## src/rtl/ex_muldiv_unit.sv

```systemverilog
// Iterative multiply/divide unit beside the EX-stage ALU: shift-add multiply and
// restoring divide, one step per cycle, writing the architectural HI/LO registers.
module ex_muldiv_unit #(
    parameter int DATA_SZ = 32,
    parameter int CNT_SZ  = 6
) (
    input  logic               i_clk,
    input  logic               i_reset,
    input  logic               i_start,
    input  logic [1:0]         i_op,
    input  logic [DATA_SZ-1:0] i_rs_data,
    input  logic [DATA_SZ-1:0] i_rt_data,
    input  logic               i_mthi,
    input  logic               i_mtlo,
    input  logic               i_hilo_read,
    output logic [DATA_SZ-1:0] o_hi,
    output logic [DATA_SZ-1:0] o_lo,
    output logic               o_busy,
    output logic               o_done,
    output logic               o_stall,
    output logic               o_div_zero
);

    localparam int ACC_SZ = 2 * DATA_SZ;
    localparam logic [CNT_SZ-1:0] LAST_CNT = CNT_SZ'(DATA_SZ - 1);

    typedef enum logic [1:0] {
        ST_IDLE = 2'd0,
        ST_RUN  = 2'd1,
        ST_FIX  = 2'd2
    } state_t;

    state_t              state_q,    state_d;
    logic [CNT_SZ-1:0]   cnt_q,      cnt_d;
    logic [ACC_SZ-1:0]   acc_q,      acc_d;
    logic [DATA_SZ-1:0]  opnd_q,     opnd_d;
    logic                is_div_q,   is_div_d;
    logic                neg_res_q,  neg_res_d;
    logic                neg_rem_q,  neg_rem_d;
    logic [DATA_SZ-1:0]  hi_q,       hi_d;
    logic [DATA_SZ-1:0]  lo_q,       lo_d;
    logic                done_q,     done_d;
    logic                div_zero_q, div_zero_d;

    logic [DATA_SZ:0]    mul_sum_s;
    logic [ACC_SZ-1:0]   mul_next_s;
    logic [DATA_SZ:0]    div_shift_s;
    logic [DATA_SZ:0]    div_diff_s;
    logic [ACC_SZ-1:0]   div_next_s;
    logic [ACC_SZ-1:0]   fix_prod_s;
    logic [DATA_SZ-1:0]  fix_quo_s;
    logic [DATA_SZ-1:0]  fix_rem_s;

    // Magnitude of an operand; unsigned operations pass the value through.
    function automatic logic [DATA_SZ-1:0] mag(input logic [DATA_SZ-1:0] v, input logic is_signed);
        if (is_signed && v[DATA_SZ-1]) begin
            return ~v + DATA_SZ'(1);
        end else begin
            return v;
        end
    endfunction

    // Conditional two's-complement negate for the sign-correction step.
    function automatic logic [DATA_SZ-1:0] neg_if(input logic [DATA_SZ-1:0] v, input logic neg);
        if (neg) begin
            return ~v + DATA_SZ'(1);
        end else begin
            return v;
        end
    endfunction

    // Single datapath step: acc holds {partial, multiplier} or {remainder, dividend/quotient}.
    always_comb begin
        mul_sum_s   = {1'b0, acc_q[ACC_SZ-1:DATA_SZ]} + (acc_q[0] ? {1'b0, opnd_q} : {(DATA_SZ+1){1'b0}});
        mul_next_s  = {mul_sum_s, acc_q[DATA_SZ-1:1]};
        div_shift_s = {acc_q[ACC_SZ-1:DATA_SZ], acc_q[DATA_SZ-1]};
        div_diff_s  = div_shift_s - {1'b0, opnd_q};
        // Compare rather than use the borrow: the shifted remainder is DATA_SZ+1 bits wide.
        if (div_shift_s >= {1'b0, opnd_q}) begin
            div_next_s = {div_diff_s[DATA_SZ-1:0], acc_q[DATA_SZ-2:0], 1'b1};
        end else begin
            div_next_s = {div_shift_s[DATA_SZ-1:0], acc_q[DATA_SZ-2:0], 1'b0};
        end
    end

    // Sign-corrected results presented to HI/LO in FIX.
    always_comb begin
        if (neg_res_q) begin
            fix_prod_s = ~acc_q + ACC_SZ'(1);
        end else begin
            fix_prod_s = acc_q;
        end
        fix_quo_s = neg_if(acc_q[DATA_SZ-1:0], neg_res_q);
        fix_rem_s = neg_if(acc_q[ACC_SZ-1:DATA_SZ], neg_rem_q);
    end

    // Next-state and register-update logic for the IDLE/RUN/FIX sequencer.
    always_comb begin
        state_d    = state_q;
        cnt_d      = cnt_q;
        acc_d      = acc_q;
        opnd_d     = opnd_q;
        is_div_d   = is_div_q;
        neg_res_d  = neg_res_q;
        neg_rem_d  = neg_rem_q;
        hi_d       = hi_q;
        lo_d       = lo_q;
        done_d     = 1'b0;
        div_zero_d = div_zero_q;

        case (state_q)
            ST_IDLE: begin
                if (i_start) begin
                    is_div_d   = i_op[1];
                    neg_res_d  = i_op[0] & (i_rs_data[DATA_SZ-1] ^ i_rt_data[DATA_SZ-1]);
                    neg_rem_d  = i_op[0] & i_op[1] & i_rs_data[DATA_SZ-1];
                    cnt_d      = {CNT_SZ{1'b0}};
                    div_zero_d = i_op[1] && (i_rt_data == {DATA_SZ{1'b0}});
                    state_d    = ST_RUN;
                    if (i_op[1]) begin
                        acc_d  = {{DATA_SZ{1'b0}}, mag(i_rs_data, i_op[0])};
                        opnd_d = mag(i_rt_data, i_op[0]);
                    end else begin
                        acc_d  = {{DATA_SZ{1'b0}}, mag(i_rt_data, i_op[0])};
                        opnd_d = mag(i_rs_data, i_op[0]);
                    end
                end else begin
                    // A start in the same cycle wins; moves only land when no op is issued.
                    if (i_mthi) begin
                        hi_d = i_rs_data;
                    end else begin
                        hi_d = hi_q;
                    end
                    if (i_mtlo) begin
                        lo_d = i_rs_data;
                    end else begin
                        lo_d = lo_q;
                    end
                end
            end
            ST_RUN: begin
                cnt_d = cnt_q + CNT_SZ'(1);
                if (is_div_q) begin
                    acc_d = div_next_s;
                end else begin
                    acc_d = mul_next_s;
                end
                if (cnt_q == LAST_CNT) begin
                    state_d = ST_FIX;
                end else begin
                    state_d = ST_RUN;
                end
            end
            ST_FIX: begin
                done_d  = 1'b1;
                state_d = ST_IDLE;
                if (is_div_q) begin
                    // Zero divisor: the remainder path already reproduces rs; LO is forced to all ones.
                    hi_d = fix_rem_s;
                    if (div_zero_q) begin
                        lo_d = {DATA_SZ{1'b1}};
                    end else begin
                        lo_d = fix_quo_s;
                    end
                end else begin
                    hi_d = fix_prod_s[ACC_SZ-1:DATA_SZ];
                    lo_d = fix_prod_s[DATA_SZ-1:0];
                end
            end
            default: begin
                state_d = ST_IDLE;
            end
        endcase
    end

    // State and datapath registers with synchronous reset.
    always_ff @(posedge i_clk) begin
        if (i_reset) begin
            state_q    <= ST_IDLE;
            cnt_q      <= {CNT_SZ{1'b0}};
            acc_q      <= {ACC_SZ{1'b0}};
            opnd_q     <= {DATA_SZ{1'b0}};
            is_div_q   <= 1'b0;
            neg_res_q  <= 1'b0;
            neg_rem_q  <= 1'b0;
            hi_q       <= {DATA_SZ{1'b0}};
            lo_q       <= {DATA_SZ{1'b0}};
            done_q     <= 1'b0;
            div_zero_q <= 1'b0;
        end else begin
            state_q    <= state_d;
            cnt_q      <= cnt_d;
            acc_q      <= acc_d;
            opnd_q     <= opnd_d;
            is_div_q   <= is_div_d;
            neg_res_q  <= neg_res_d;
            neg_rem_q  <= neg_rem_d;
            hi_q       <= hi_d;
            lo_q       <= lo_d;
            done_q     <= done_d;
            div_zero_q <= div_zero_d;
        end
    end

    assign o_hi       = hi_q;
    assign o_lo       = lo_q;
    assign o_busy     = (state_q != ST_IDLE);
    assign o_done     = done_q;
    assign o_div_zero = div_zero_q;
    assign o_stall    = (state_q != ST_IDLE) && i_hilo_read;

endmodule

```

## config.mk

```make
export PLATFORM = sky130hd
export DESIGN_NAME = ex_muldiv_unit
export DESIGN_NICKNAME = d
export VERILOG_FILES = /design/src/rtl/ex_muldiv_unit.sv
export SDC_FILE = /design/constraint.sdc
export NUM_CORES = 1
export LEC_CHECK = 0
export CAP_MARGIN = 0
export CORE_MARGIN = 3
export CORE_UTILIZATION = 53
export DETAILED_ROUTE_END_ITERATION = 8
export PLACE_DENSITY_LB_ADDON = 0.12
export SLEW_MARGIN = 40
export SYNTH_ARGS = -nofsm -noshare
export SYNTH_HDL_FRONTEND = slang
export SYNTH_SLANG_ARGS = --single-unit
export TNS_END_PERCENT = 10
```

## constraint.sdc

```tcl
create_clock -name i_clk -period 3.1 [get_ports i_clk]
set_input_delay 0.62 -clock i_clk [delete_from_list [all_inputs] [get_ports i_clk]]
set_output_delay 0.62 -clock i_clk [all_outputs]
set_load 0.01 [all_outputs]
```

==> impl_metrics.csv, run 1 <==
group,metric,value,unit
global_routing,grt_pass1_wl,91200,µm
synthesis,synthFlopType,"dfxtp_1",
pwr,power_leakage,8.24,nW
synthesis,yosysWarnings,0,
clocking,insertion_delay,0.46,ns
synthesis,synth_edf_count,0,
pwr,worst_ir_drop_vdd,0.000306,V
timing,slew_viol_final,0,
finish,diodes,0,
synthesis,ys_async_sr_fraction,0,%
place,dp.cells,2617,
place,place.gp.congestion,1.00,
finish,multiInputGateArea,10800,µm²
synthesis,synth_area,14400,µm²
min_path,hp-start,"opnd_q[2]",
global_routing,grt_max_degree,88,
finish,nNetsFinal,2452,
global_routing,overflow,0,
floorplan,dieHeight,171,µm
floorplan,num_rows,59,
timing,whs,0.458,ns
clocking,cts_sinks,173,
route,first_iter_violations,2443,
timing,fin_ws,-0.256,ns
timing,rsz0062_at_grt,"true",
finish,regArea,3470,µm²
synthesis,synth_nets,2060,
floorplan,ios,140,
clocking,htreeDepth,4,
place,dp_slack,-0.405,ns
floorplan,die_w,171,µm
critical_path,setup.worst_path.start,"acc_q[2]",
synthesis,synthCells,1917,
timing,finClkSkew,0.0187,ns
finish,drive_above_1_share,23.8,%
critical_path,critPathKind,"reg -> reg",
floorplan,core-area,26400,µm²
synthesis,avgSynthCellArea,7.49,µm²
critical_path,reg2reg_from,"acc_q[2]",
place,io_buffers,139,
critical_path,start_kind,"flip-flop",
finish,fill_cells,2042,
pwr,power.total,7.67,mW
route,drtAntennaViolNets,0,
route,routed_wl,61100,µm
run_status,outcome,"finished, violations left",
finish,area_growth,37.6,%
clocking,cts-buffers-inserted,17,
critical_path,endpoint_kind,"flip-flop",
global_routing,track_usage,40.4,%
clocking,clk_pin_slew_worst_paths,0.08,ns
place,dpl-instance-area,18400,µm²
critical_path,required,3.43,ns
global_routing,antenna_found_initial,2,
global_routing,grt_pass1_vias,16000,
timing,maxSlewHeadroom,41.4,%
clocking,cts_buffer_depth,2,
synthesis,synth-seq-cells,173,
timing,worstMarginPinSlew,0.870,ns
timing,clock.fmax,0.298,GHz
synthesis,synth_seq_area_share,24.1,%
run,drv_cap,0,
floorplan,initial_core_util,54.5,%
pwr,power_density,388,nW/µm²
route,drc,0,
place,dp_hpwl,47100,µm
timing,finalHoldViolCount,0,
timing,setup_viol,30,
critical_path,worst_ep_arrival_time,3.69,ns
finish,final_cell_count_no_fill,2657,
finish,fin_area,19800,µm²
route,wl_per_cell,23.0,µm
clocking,cts_root_buf,"clkbuf_16",
clocking,cts_tree,"built",
route,vias,17200,
run_status,violations,"negative setup slack",
clocking,hold_buffers,0,
route,viasPerCell,6.49,
timing,min_period_over_period,108,%
synthesis,netlist-cell-type-count,74,
timing,period_minus_slack,3.36,ns
critical_path,crit_fanout,3,
floorplan,dieArea,29100,µm²
min_path,holdCritPathClass,"reg -> reg",
route,dr.pass1.iters,7,
==> repair_timing <==
item	4_1_cts	5_1_grt
gates cloned	0	0
buffers inserted	5	5
pin swaps	22	33
resized for setup	59	95
endpoints found under the setup margin	60	91
==> cells in the final DEF, fill, tap and decap left out, types with 10 or more instances in the layout <==
master and instances:
dfxtp_1 168, or3_1 13, o21ai_0 101, nor3_1 24, a222oi_1 20, xor2_1 71
a31oi_1 19, ha_1 64, a211oi_1 66, nor2_1 183, nor2b_1 15, and2_1 12
o31ai_1 10, o211ai_1 27, a21oi_1 185, inv_1 65, a221oi_1 11, clkdlybuf4s50_1 137
nand3_1 28, nand2_1 138, o22ai_1 14, nand2b_1 27, o21bai_1 12, nor4_1 13
o21ai_1 18, a21o_1 35, mux2i_1 45, a22oi_1 53, clkbuf_16 17, mux2_2 11
buf_4 361, xnor2_1 90, buf_6 11, nand4_1 14
==> registers in the layout (all words and copies together), names as in the netlist <==
register,flops
neg_res_q,1
opnd_q,32
o_lo,32
acc_q,64
cnt_q,6
o_hi,32
is_div_q,1
neg_rem_q,1
state_q,2
o_done,1
o_div_zero,1
==> cells in the mapped netlist, types with 10 or more instances <==
cell type | number | area [µm²]
a211oi_1 | 68 | 510
a21o_1 | 36 | 270
a21oi_1 | 195 | 976
a221oi_1 | 13 | 114
a222oi_1 | 20 | 200
a22oi_1 | 54 | 405
a31oi_1 | 21 | 131
and2_1 | 13 | 81.3
and3_1 | 11 | 68.8
buf_1 | 10 | 37.5
clkbuf_1 | 124 | 465
dfxtp_1 | 173 | 3460
ha_1 | 69 | 863
inv_1 | 67 | 251
mux2_2 | 11 | 124
mux2i_1 | 45 | 450
nand2_1 | 143 | 537
nand2b_1 | 28 | 175
nand3_1 | 29 | 145
nand4_1 | 14 | 87.6
nor2_1 | 188 | 706
nor2b_1 | 17 | 106
nor3_1 | 31 | 155
nor4_1 | 21 | 131
o211ai_1 | 27 | 203
o21ai_0 | 118 | 591
o21ai_1 | 10 | 50.1
o21bai_1 | 15 | 113
o22ai_1 | 14 | 87.6
o31ai_1 | 16 | 120
o41ai_1 | 12 | 105
or3_1 | 17 | 106
or4_1 | 12 | 90.1
xnor2_1 | 94 | 823
xor2_1 | 80 | 701
==> stage by stage <==
step	util [%]	TNS, ns
after floorplan	-	-0.537
after global placement	69.9	-18.72
after detailed placement	69.9	-22.31
after CTS	73.2	-1.42
after global routing	75.0	-6.35
final	75.0	-2.86
==> worst max-delay path, cell delays in order (launching register included) <==
cell      delay, ns
dfxtp_2        0.32
or4_4          0.53
or4_4          0.46
or3_4          0.38
or3_4          0.43
buf_6          0.14
nor4_2         0.30
o21ai_1        0.14
xor2_1         0.22
a222oi_1       0.24
nor2_1         0.06
==> power breakdown <==
| group | switching [mW] | internal (mW) |
|---|---|---|
| logic | 1.63 | 1.33 |
| registers | 0.122 | 2.35 |
| clock network | 1.13 | 1.10 |
==> area by class of cell <==
class                   instances  share of cell area [%]
clock buffers                  18                    2.22
clock inverters                14                   0.721
inverters                      67                    1.30
multi-input cells            1537                    54.5
flip-flops and latches        173                    17.6
well taps                     335                    2.12
repair buffers                513                    21.6
==> logic make-up after synthesis <==
| logic type | after synthesis | synth area share, % |
|---|---|---|
| AO/OA/AOI/OAI | 678 | 30.8 |
| buffers and inverters | 207 | 5.59 |
| AND/OR/NAND/NOR | 558 | 18.6 |
| XOR/XNOR | 174 | 10.6 |
| multiplexers | 56 | 4.00 |
| flip-flops | 173 | 24.1 |
| adder cells (fa/ha/maj) | 71 | 6.29 |
==> layer usage <==
metal  share of wire (%)  track usage (%)
met1                  40             54.6
met2                  42             60.7
met3                  13             11.5
met4                 4.5             16.5
met5               0.021                0
==> final timing paths <==
| check | end | slack, ns | cells past startpoint |
|---|---|---|---|
| worst max-delay path | o_hi[6] | -0.26 | 10 |
| worst min-delay path | opnd_q[2] | 0.46 | 2 |
| worst max register to register | o_hi[6] | -0.26 | 10 |
| worst min register to register | opnd_q[2] | 0.46 | 2 |
Note: power is estimated with default switching activity, not from simulation.
==> inputs of run 2 (changes only) <==
- CORE_UTILIZATION: 53 -> 59
- DONT_BUFFER_PORTS: not set -> 1
==> run 2 against run 1 <==
- via count decreased by 4.2%
- first-iteration DRC count is 14% higher
- clock skew grew 0.0060 ns
- combinational power shrank 15%
- the flow finishes with violations (design-rule violations, negative setup slack)
- largest power group unchanged
- final cell count down 10%
- sequential share of layout area rose by 2.5 points
- global-route usage increased by 2.7 points
- non-clock buffer count decreased by 249
- count of clock-buffer cells in the layout is 1 lower
- register-to-register slack better by 0.15 ns
==> impl_metrics.csv, run 2 (synthesized netlist as in run 1, its figures left out) <==
group,metric,value,unit
global_routing,antenna_found_initial,0,
global_routing,gr-usage-met2,61.4,%
critical_path,worst_ep_arrival_time,3.56,ns
floorplan,dieArea,26300,µm²
finish,drive_above_1_share,19.7,%
finish,fill_cells,1929,
floorplan,die_w,162,µm
finish,regArea,3480,µm²
clocking,clk_pin_slew_worst_paths,0.10,ns
route,drc,1,
critical_path,rrSetupSlack,-0.11,ns
timing,period_minus_slack,3.21,ns
critical_path,crit_fanout,3,
route,dr.pass1.iters,9,
critical_path,r2r-end,"o_hi[3]",
finish,top_register,"acc_q",
global_routing,track_usage,43.1,%
timing,maxSlewHeadroom,45.4,%
floorplan,core-area,23700,µm²
critical_path,start_kind,"flip-flop",
timing,finClkSkew,0.0248,ns
place,io_buffers,0,
timing,slew_viol_final,0,
timing,min_period_over_period,104,%
global_routing,grt_pass1_wl,87500,µm
global_routing,met3_usage,12.9,%
min_path,holdCritPathClass,"in -> reg",
critical_path,required,3.45,ns
clocking,cts_tree,"built",
timing,clock.fmax,0.312,GHz
timing,whs,0.226,ns
place,dp.cells,2351,
place,dpl-instance-area,16200,µm²
run_status,outcome,"finished, violations left",
finish,largest_reg_flops,64,
finish,final_cell_count_no_fill,2392,
global_routing,grt_max_degree,145,
floorplan,num_rows,56,
finish,area_growth,20.5,%
finish,mostFrequentLayoutCell,"buf_4",
critical_path,critPathKind,"reg -> reg",
global_routing,busiest_layer,"met1",
min_path,whs_endpoint,"o_lo[25]",
finish,nNetsFinal,2203,
floorplan,initial_core_util,60.7,%
global_routing,overflow,0,
place,dp_hpwl,45600,µm
route,drtAntennaViolNets,0,
place,dp_slack,-0.325,ns
clocking,cts_sinks,173,
critical_path,endpoint_kind,"flip-flop",
global_routing,grtUsageMet1,61.5,%
pwr,power_density,424,nW/µm²
timing,worstMarginPinSlew,0.814,ns
global_routing,grt_pass1_vias,14800,
finish,fin_area,17300,µm²
floorplan,dieHeight,162,µm
clocking,cts_buffer_depth,2,
clocking,htreeDepth,4,
floorplan,ios,140,
route,first_iter_violations,2779,
route,wl_per_cell,24.9,µm
route,routed_wl,59600,µm
clocking,cts_root_buf,"clkbuf_16",
run_status,violations,"design-rule violations, negative setup slack",
critical_path,reg2reg_depth,9,
place,place.gp.congestion,1.05,
run,drv_cap,0,
pwr,worst_ir_drop_vdd,0.000361,V
finish,multiInputGateArea,10500,µm²
clocking,insertion_delay,0.47,ns
timing,rsz0062_at_grt,"true",
timing,setup_viol,9,
timing,finalHoldViolCount,0,
pwr,power_leakage,7.17,nW
min_path,hp-start,"i_reset",
route,viasPerCell,6.90,
clocking,cts-buffers-inserted,17,
route,vias,16500,
min_path,holdPathStages,1,
finish,diodes,0,
timing,fin_ws,-0.110,ns
finish,layout_common_cells,"buf_4 (259), nor2_1 (185), a21oi_1 (184)",
critical_path,reg2reg_from,"acc_q[2]",
timing,tns,-0.412,ns
==> run 2: layout make-up <==
cell class | instances | area share, %
Multi-Input combinational cell | 1537 | 60.8
Clock buffer | 17 | 2.46
Inverter | 67 | 1.48
Timing Repair Buffer | 264 | 11.7
Tap cell | 319 | 2.31
Clock inverter | 15 | 1.19
Sequential cell | 173 | 20.1
==> run 2: what timing repair did <==
item / 4_1_cts / 5_1_grt
buffers inserted: 3 / 7
pin swaps: 12 / 30
hold buffers: 0 / 0
cloned: 0 / 0
gates resized for setup: 26 / 80
setup endpoints to repair: 43 / 58
==> run 2: power by group <==
group,switching (mW),internal (mW)
logic,1.44,1.09
clock network,1.21,1.12
registers,0.137,2.35
==> run 2: worst max-delay path by stage <==
stage,endpoint,depth (start not counted),startpoint,slack [ns]
2_1_floorplan,o_hi[6],12,acc_q[2],-0.08
6_report,o_hi[3],9,acc_q[2],-0.11
3_5_place_dp,acc_q[61],12,acc_q[32],-0.33
4_1_cts,o_hi[3],9,acc_q[2],-0.04
3_3_place_gp,acc_q[61],13,acc_q[0],-0.20
5_1_grt,o_hi[3],9,acc_q[2],-0.24
==> run 2: routing by layer <==
layer	wire length, µm	part of all wire (%)
met5	0	0
met4	2760	4.6
met3	9370	16
met2	23700	40
met1	23800	40
==> run 2: metrics by stage <==
step                      utilization, %  power (mW)
final                               73.1        7.34
after global routing                73.1        7.57
after CTS                           71.5        7.13
after detailed placement            68.4        4.84
after global placement              68.3        4.80
after floorplan                        -        4.01
==> run 2: worst max-delay path, stage by stage (launching register included) <==
cell      delay, ns
dfxtp_1        0.32
or4_4          0.52
or4_4          0.44
or3_4          0.41
nor4_4         0.35
nor2_1         0.10
o41a_1         0.40
xor2_1         0.20
a222oi_1       0.25
nor2_1         0.09
